## src/rtl/rv_pkg.sv

```systemverilog
// ---------------------------------------------------------------------------
// rv_pkg
// Shared types and constants for the RV64 operand-fetch / issue slice.
//   XLEN          : operand, immediate, pc and writeback data width
//   NREGS         : architectural register count (x0 hardwired zero)
//   reg_idx_t     : register index
//   xword_t       : XLEN-wide data word
//   opf_payload_t : operand-fetch to execute payload, shared with execute
// ---------------------------------------------------------------------------
package rv_pkg;

    localparam int unsigned XLEN   = 64;
    localparam int unsigned NREGS  = 32;
    localparam int unsigned RIDX_W = $clog2(NREGS);

    typedef logic [RIDX_W-1:0] reg_idx_t;
    typedef logic [XLEN-1:0]   xword_t;

    typedef struct packed {
        xword_t   rs1_value;
        xword_t   rs2_value;
        xword_t   imm;
        xword_t   pc;
        reg_idx_t rd;
        logic     wr_rd;
    } opf_payload_t;

    // x0 never participates in hazards or the scoreboard.
    function automatic logic idx_nz(input reg_idx_t idx);
        return idx != '0;
    endfunction

endpackage

```

## src/rtl/rv_scoreboard.sv

```systemverilog
// ---------------------------------------------------------------------------
// rv_scoreboard
// Busy bit per architectural register (x1..x31), marking writes that have
// been handed to execute but not yet retired by writeback.
// Ports:
//   clk_i, rst_ni           : clock, asynchronous active-low reset
//   set_en_i, set_idx_i     : mark a register busy
//   clr_en_i, clr_idx_i     : retire a pending write
//   rs1/rs2/rd_idx_i        : combinational lookup indices
//   rs1/rs2/rd_busy_o       : busy state of the looked-up registers
// A set and clear of the same index in one cycle leaves the bit set.
// ---------------------------------------------------------------------------
module rv_scoreboard
    import rv_pkg::*;
(
    input  logic     clk_i,
    input  logic     rst_ni,
    input  logic     set_en_i,
    input  reg_idx_t set_idx_i,
    input  logic     clr_en_i,
    input  reg_idx_t clr_idx_i,
    input  reg_idx_t rs1_idx_i,
    input  reg_idx_t rs2_idx_i,
    input  reg_idx_t rd_idx_i,
    output logic     rs1_busy_o,
    output logic     rs2_busy_o,
    output logic     rd_busy_o
);

    logic [NREGS-1:0] busy_q;
    logic [NREGS-1:0] busy_d;

    always_comb begin
        busy_d = busy_q;
        if (clr_en_i) begin
            busy_d[clr_idx_i] = 1'b0;
        end
        // Applied after the clear so a same-cycle set wins.
        if (set_en_i) begin
            busy_d[set_idx_i] = 1'b1;
        end
        busy_d[0] = 1'b0;
    end

    always_ff @(posedge clk_i or negedge rst_ni) begin
        if (!rst_ni) begin
            busy_q <= '0;
        end else begin
            busy_q <= busy_d;
        end
    end

    assign rs1_busy_o = busy_q[rs1_idx_i];
    assign rs2_busy_o = busy_q[rs2_idx_i];
    assign rd_busy_o  = busy_q[rd_idx_i];

endmodule

```

## src/rtl/rv_operand_fetch.sv

```systemverilog
// ---------------------------------------------------------------------------
// rv_operand_fetch
// Register-read / issue stage between decode and execute. Reads the regfile,
// stalls RAW and WAW hazards against a busy scoreboard and against the
// instruction held in the output register, and registers the operands for
// execute. Snoops the writeback bus to retire pending writes.
// Ports:
//   i_clk, i_resetn                    : clock, async active-low reset
//   i_dec_*, o_dec_ready               : decode offer / accept handshake
//   o_rf_rs1/rs2, i_rf_rs1/rs2_value   : combinational regfile read
//   o_ex_*, i_ex_ready                 : registered payload to execute
//   i_wb_valid, i_wb_rd, i_wb_data     : writeback bus (snooped only)
//   i_flush                            : squash the held instruction
// Build option:
//   RV_OPFETCH_WB_BYPASS_EN : forward same-cycle writeback data into the
//   operands and drop the scoreboard stall for the matching register.
// ---------------------------------------------------------------------------
module rv_operand_fetch
    import rv_pkg::*;
(
    input  logic     i_clk,
    input  logic     i_resetn,
    input  logic     i_dec_valid,
    output logic     o_dec_ready,
    input  reg_idx_t i_dec_rs1,
    input  reg_idx_t i_dec_rs2,
    input  reg_idx_t i_dec_rd,
    input  logic     i_dec_use_rs1,
    input  logic     i_dec_use_rs2,
    input  logic     i_dec_wr_rd,
    input  xword_t   i_dec_imm,
    input  xword_t   i_dec_pc,
    output reg_idx_t o_rf_rs1,
    output reg_idx_t o_rf_rs2,
    input  xword_t   i_rf_rs1_value,
    input  xword_t   i_rf_rs2_value,
    output logic     o_ex_valid,
    input  logic     i_ex_ready,
    output xword_t   o_ex_rs1_value,
    output xword_t   o_ex_rs2_value,
    output xword_t   o_ex_imm,
    output xword_t   o_ex_pc,
    output reg_idx_t o_ex_rd,
    output logic     o_ex_wr_rd,
    input  logic     i_wb_valid,
    input  reg_idx_t i_wb_rd,
    input  xword_t   i_wb_data,
    input  logic     i_flush
);

    opf_payload_t payload_q;
    opf_payload_t payload_d;
    logic         ex_valid_q;
    logic         ex_valid_d;

    logic rs1_busy, rs2_busy, rd_busy;
    logic wb_hit_rs1, wb_hit_rs2, wb_hit_rd;
    logic rs1_ex_hit, rs2_ex_hit, rd_ex_hit;
    logic rs1_haz, rs2_haz, rd_haz, hazard;
    logic handshake, accept, sb_set, sb_clr;
    xword_t rs1_val, rs2_val;

    assign o_rf_rs1 = i_dec_rs1;
    assign o_rf_rs2 = i_dec_rs2;

    // -------------------------------------------------------------------
    // Writeback bypass
    // -------------------------------------------------------------------
`ifdef RV_OPFETCH_WB_BYPASS_EN
    assign wb_hit_rs1 = i_wb_valid && idx_nz(i_wb_rd) && (i_wb_rd == i_dec_rs1);
    assign wb_hit_rs2 = i_wb_valid && idx_nz(i_wb_rd) && (i_wb_rd == i_dec_rs2);
    assign wb_hit_rd  = i_wb_valid && idx_nz(i_wb_rd) && (i_wb_rd == i_dec_rd);
`else
    logic wb_data_unused;
    assign wb_data_unused = ^i_wb_data;
    assign wb_hit_rs1 = 1'b0;
    assign wb_hit_rs2 = 1'b0;
    assign wb_hit_rd  = 1'b0;
`endif

    // -------------------------------------------------------------------
    // Hazard detection
    // -------------------------------------------------------------------
    // The held instruction's write is not yet in the scoreboard (it is set
    // on the downstream handshake), so it is matched directly.
    assign rs1_ex_hit = ex_valid_q && payload_q.wr_rd && (payload_q.rd == i_dec_rs1);
    assign rs2_ex_hit = ex_valid_q && payload_q.wr_rd && (payload_q.rd == i_dec_rs2);
    assign rd_ex_hit  = ex_valid_q && payload_q.wr_rd && (payload_q.rd == i_dec_rd);

    assign rs1_haz = i_dec_use_rs1 && idx_nz(i_dec_rs1)
                     && ((rs1_busy && !wb_hit_rs1) || rs1_ex_hit);
    assign rs2_haz = i_dec_use_rs2 && idx_nz(i_dec_rs2)
                     && ((rs2_busy && !wb_hit_rs2) || rs2_ex_hit);
    assign rd_haz  = i_dec_wr_rd && idx_nz(i_dec_rd)
                     && ((rd_busy && !wb_hit_rd) || rd_ex_hit);
    assign hazard  = rs1_haz || rs2_haz || rd_haz;

    assign o_dec_ready = i_resetn && !i_flush && (!ex_valid_q || i_ex_ready) && !hazard;
    assign accept      = i_dec_valid && o_dec_ready;
    assign handshake   = ex_valid_q && i_ex_ready;

    // -------------------------------------------------------------------
    // Operand select
    // -------------------------------------------------------------------
    always_comb begin
        rs1_val = '0;
        rs2_val = '0;
        if (i_dec_use_rs1 && idx_nz(i_dec_rs1)) begin
            rs1_val = wb_hit_rs1 ? i_wb_data : i_rf_rs1_value;
        end
        if (i_dec_use_rs2 && idx_nz(i_dec_rs2)) begin
            rs2_val = wb_hit_rs2 ? i_wb_data : i_rf_rs2_value;
        end
    end

    // -------------------------------------------------------------------
    // Output register
    // -------------------------------------------------------------------
    always_comb begin
        ex_valid_d = ex_valid_q;
        payload_d  = payload_q;
        if (i_flush) begin
            ex_valid_d = 1'b0;
        end else if (accept) begin
            ex_valid_d          = 1'b1;
            payload_d.rs1_value = rs1_val;
            payload_d.rs2_value = rs2_val;
            payload_d.imm       = i_dec_imm;
            payload_d.pc        = i_dec_pc;
            payload_d.rd        = i_dec_rd;
            payload_d.wr_rd     = i_dec_wr_rd;
        end else if (handshake) begin
            ex_valid_d = 1'b0;
        end
    end

    always_ff @(posedge i_clk or negedge i_resetn) begin
        if (!i_resetn) begin
            ex_valid_q <= 1'b0;
            payload_q  <= '0;
        end else begin
            ex_valid_q <= ex_valid_d;
            payload_q  <= payload_d;
        end
    end

    // -------------------------------------------------------------------
    // Scoreboard
    // -------------------------------------------------------------------
    // A flushed instruction never reaches execute, so it must not mark rd.
    assign sb_set = handshake && !i_flush && payload_q.wr_rd && idx_nz(payload_q.rd);
    assign sb_clr = i_wb_valid && idx_nz(i_wb_rd);

    rv_scoreboard u_scoreboard (
        .clk_i      (i_clk),
        .rst_ni     (i_resetn),
        .set_en_i   (sb_set),
        .set_idx_i  (payload_q.rd),
        .clr_en_i   (sb_clr),
        .clr_idx_i  (i_wb_rd),
        .rs1_idx_i  (i_dec_rs1),
        .rs2_idx_i  (i_dec_rs2),
        .rd_idx_i   (i_dec_rd),
        .rs1_busy_o (rs1_busy),
        .rs2_busy_o (rs2_busy),
        .rd_busy_o  (rd_busy)
    );

    assign o_ex_valid     = ex_valid_q;
    assign o_ex_rs1_value = payload_q.rs1_value;
    assign o_ex_rs2_value = payload_q.rs2_value;
    assign o_ex_imm       = payload_q.imm;
    assign o_ex_pc        = payload_q.pc;
    assign o_ex_rd        = payload_q.rd;
    assign o_ex_wr_rd     = payload_q.wr_rd;

endmodule

```

## config.mk

```make
export PLATFORM = sky130hd
export DESIGN_NAME = rv_operand_fetch
export DESIGN_NICKNAME = d
export VERILOG_FILES = /design/src/rtl/rv_pkg.sv /design/src/rtl/rv_scoreboard.sv /design/src/rtl/rv_operand_fetch.sv
export SDC_FILE = /design/constraint.sdc
export NUM_CORES = 1
export LEC_CHECK = 0
export ABC_AREA = 1
export CORE_AREA = 3 3 242 244
export CTS_CLUSTER_SIZE = 10
export DETAILED_ROUTE_END_ITERATION = 10
export DIE_AREA = 0 0 245 247
export GPL_TIMING_DRIVEN = 1
export PLACE_DENSITY = 0.61
export SETUP_SLACK_MARGIN = 0.4
export SLEW_MARGIN = 20
export SYNTH_ARGS = -nofsm -noshare
export SYNTH_HDL_FRONTEND = slang
export SYNTH_SLANG_ARGS = --single-unit
```

## constraint.sdc

```tcl
create_clock -name i_clk -period 5.97 [get_ports i_clk]
set_clock_uncertainty 0.15 [all_clocks]
set_input_delay 1.4925 -clock i_clk [delete_from_list [all_inputs] [get_ports i_clk]]
set_output_delay 1.4925 -clock i_clk [all_outputs]
set_load 0.005 [all_outputs]
```

==> impl_results.md <==
- Status: complete, no violations
- R2R Setup Slk: 2.39 ns
- Power density cells: 314.5 mW/mm^2
- Worst hold path type: reg -> reg
- Mapped Area: 0.01412 mm^2
- Clk network pwr share: 0.313
- Top cells by area, synth: dfrtp_1 (52%), nand2_1 (18%), nand3_1 (12%)
- Avg Cell Area, Syn: 7.545 um^2
- Initial antenna violation count: 0
- Core Rows: 87
- CP Class: in -> out
- Leakage power: 10.76 nW
- CTS Buffer Depth: 3
- Post-synth top flop: dfrtp_1
- Highest clock rate: 193.7 MHz
- ANT cells: 0
- Worst slew margin: 0.3652
- GRT Util Overall: 0.1744
- Later-pin clock latency in the skew report: 0.54 ns
- Crit-path cells: clkdlybuf4s50_1 > buf_12 > inv_4 > nand2_1 > nand3_1 > nand2_1 > nor2_1 > nand2_1 > nand3_1 > nand3_1 > nand2_1 > nand2_1 > nor2_4 > dlymetal6s2s_1
- Post-CTS Hold Buffers: 0
- # DRC: 0
- Vias per std cell: 4.538
- Maxcap violations: 0
- Worst EP required: 4.33 ns
- Net Count, Synth: 2220
- Total of warnings raised by yosys: 0
- Num Clock Sinks: 294
- Critical Path Most Common Cell: nand2_1
- H-tree depth: 2
- Worst Setup End Kind: output port
- Drt first pass iters: 9
- Postcts setup bufs: 0
- Die Footprint: 0.06052 mm^2
- Post-DP HPWL: 39.06 mm
- WP data arrival: 3.52 ns
- Synth Instances: 1871
- Clock slew at reported path FFs: 0.05 ns
- Core ar.: 0.05650 mm^2
- P_sw: 0.001980 W
- Register area: 0.007357 mm^2
- WL per Instance: 17.49 um
- Boundary pin count: 623
- Slowest cell on crit path: clkdlybuf4s50_1
- Final net count: 2720
- Slew @ Worst Pin: 0.9521 ns
- Final number of hold-violating endpoints: 0
- Combinational Power Share: 0.286
- Critical Path Fanout Max: 19
- Post-route ant nets: 0
- I/O Buffers: 558
- Die width: 245 um
- Vias in the first global route: 13900
- Root buf cell: clkbuf_16
- Multi-input logic area: 0.005343 mm^2
- Post_cts resized: 1
- First-pass GRT wire length: 83.06 mm
- Sw frac: 0.2938
- Async S/R FF share, synth: 1.000
- Seq/Total Area, Yosys: 0.5211
- TritonCTS clock tree: yes
- Synth-to-layout area growth: 51.78%
- Final worst-path cycle share: 0.8649
- Max-slew violations: 0
- Total chip power: 0.006739 W
- Post-synth top area share: 0.5211
- Final setup TNS: 0 ns
- RSZ-0062 raised after global routing: false
- Die H: 247 um
- Peak supply drop: 0.0001699 V
- Commonest non-fill, non-tap cell in the layout: nand2_1
- Yosys reg bits: 294
- CTS Buf Count: 38
- Maximum number of pins on one net before global-route repair: 148
- RD Place Congestion: 0.9485
- Initial Utilization: 0.2499
- Total congestion overflow: 0
- Detailed-route wire length: 55.04 mm
- Cell variety after synth: 25
- Iter 0 DRT Violations: 1032
- Routed vias: 14280
- Number of synthesized flops with an enable pin: 0
- Synth area leader: dfrtp_1
- Hold WS: 0.3174 ns
- Minimum clock period: 5.164 ns
- CP peak stage delay: 0.46 ns
- Flop pwr share: 0.401
- Most frequent cells in the layout: nand2_1 (662), clkdlybuf4s50_1 (554), nand3_1 (343), dfrtp_1 (294), inv_1 (190)
- Filler cells: 5804
- Setup violators final: 0
- Worst Setup Start Kind: input port
- Layout cells sized above 1: 0.03639
- Internal power: 0.004759 W
synthesized netlist by cell type (5+ instances only):
| library cell | number |
|---|---|
| buf_2 | 48 |
| nor2_1 | 147 |
| nor3_1 | 7 |
| o21ai_0 | 62 |
| o22ai_1 | 8 |
| a21oi_1 | 5 |
| inv_1 | 191 |
| nand4_1 | 6 |
| nand2_1 | 665 |
| buf_4 | 25 |
| clkbuf_1 | 43 |
| buf_6 | 10 |
| dfrtp_1 | 294 |
| nand3_1 | 343 |
kinds of logic after synthesis:
| family | synth area share |
|---|---|
| and+or+nand+nor | 0.3446 |
| buffers and inverters | 0.1020 |
| DFF | 0.5211 |
| AOI/OAI and AO/OA | 0.02916 |
| xor gates and xnor gates | 0.003103 |
worst paths after layout:
| kind | to | cells after the start | from |
|---|---|---|---|
| max | o_dec_ready | 14 | i_dec_rd[0] |
| min | o_ex_rs1_value[30]$_DFFE_PN0P_ | 2 | o_ex_rs1_value[30]$_DFFE_PN0P_ |
| max reg2reg | o_ex_imm[2]$_DFFE_PN0P_ | 13 | o_ex_rd[4]$_DFFE_PN0P_ |
| min reg2reg | o_ex_rs1_value[30]$_DFFE_PN0P_ | 2 | o_ex_rs1_value[30]$_DFFE_PN0P_ |
| max in group asynchronous | o_ex_rs1_value[41]$_DFFE_PN0P_ | 4 | i_resetn |
| min in group asynchronous | o_ex_imm[32]$_DFFE_PN0P_ | 1 | i_resetn |
critical path: cells and delay by family:
kind / cells / cell delay, ns
simple gates: 10 / 0.95
buf+inv: 4 / 1.05
through the flow:
step                utilization  area (um^2)  setup WS, ns  std cells
floorplan                     -        14120         1.559       1871
global placement         0.3596        20320        0.2918       3087
detailed placement       0.3596        20320        0.3204       3087
CTS                      0.3792        21420        0.4133       3147
global route             0.3793        21430        0.6383       3147
finish                   0.3793        21430        0.8063       3147
power groups by stage:
stage               combinational (W)  sequential (W)  clock, W
finish                        0.00193         0.00270   0.00211
CTS                           0.00196         0.00270   0.00218
global route                  0.00211         0.00275   0.00226
floorplan                    0.000586         0.00271         0
detailed placement            0.00195         0.00272         0
global placement              0.00193         0.00271         0
sequential cells by signal, summed over array words and instances (netlist names):
register	count
o_ex_imm	64
o_ex_pc	64
o_ex_rd	5
o_ex_rs1_value	64
o_ex_rs2_value	64
o_ex_valid	1
o_ex_wr_rd	1
u_scoreboard.busy_q	31
metal layers:
layer  up-vias  wire length, um  track usage
li1       6806                -            -
met1      6793            22090       0.2170
met2       576            26540       0.2895
met3       105             4762      0.05227
met4         0             1650      0.05818
met5         -                0            0
area by class of cell:
cell class | instances | share of cell area
Sequential cell | 294 | 0.3434
Timing Repair Buffer | 587 | 0.2771
Multi-Input combinational cell | 1256 | 0.2493
Clock buffer | 55 | 0.05022
Tap cell | 756 | 0.04415
Inverter | 194 | 0.03428
Clock inverter | 5 | 0.001518
Power figures use the tool's default switching activity.
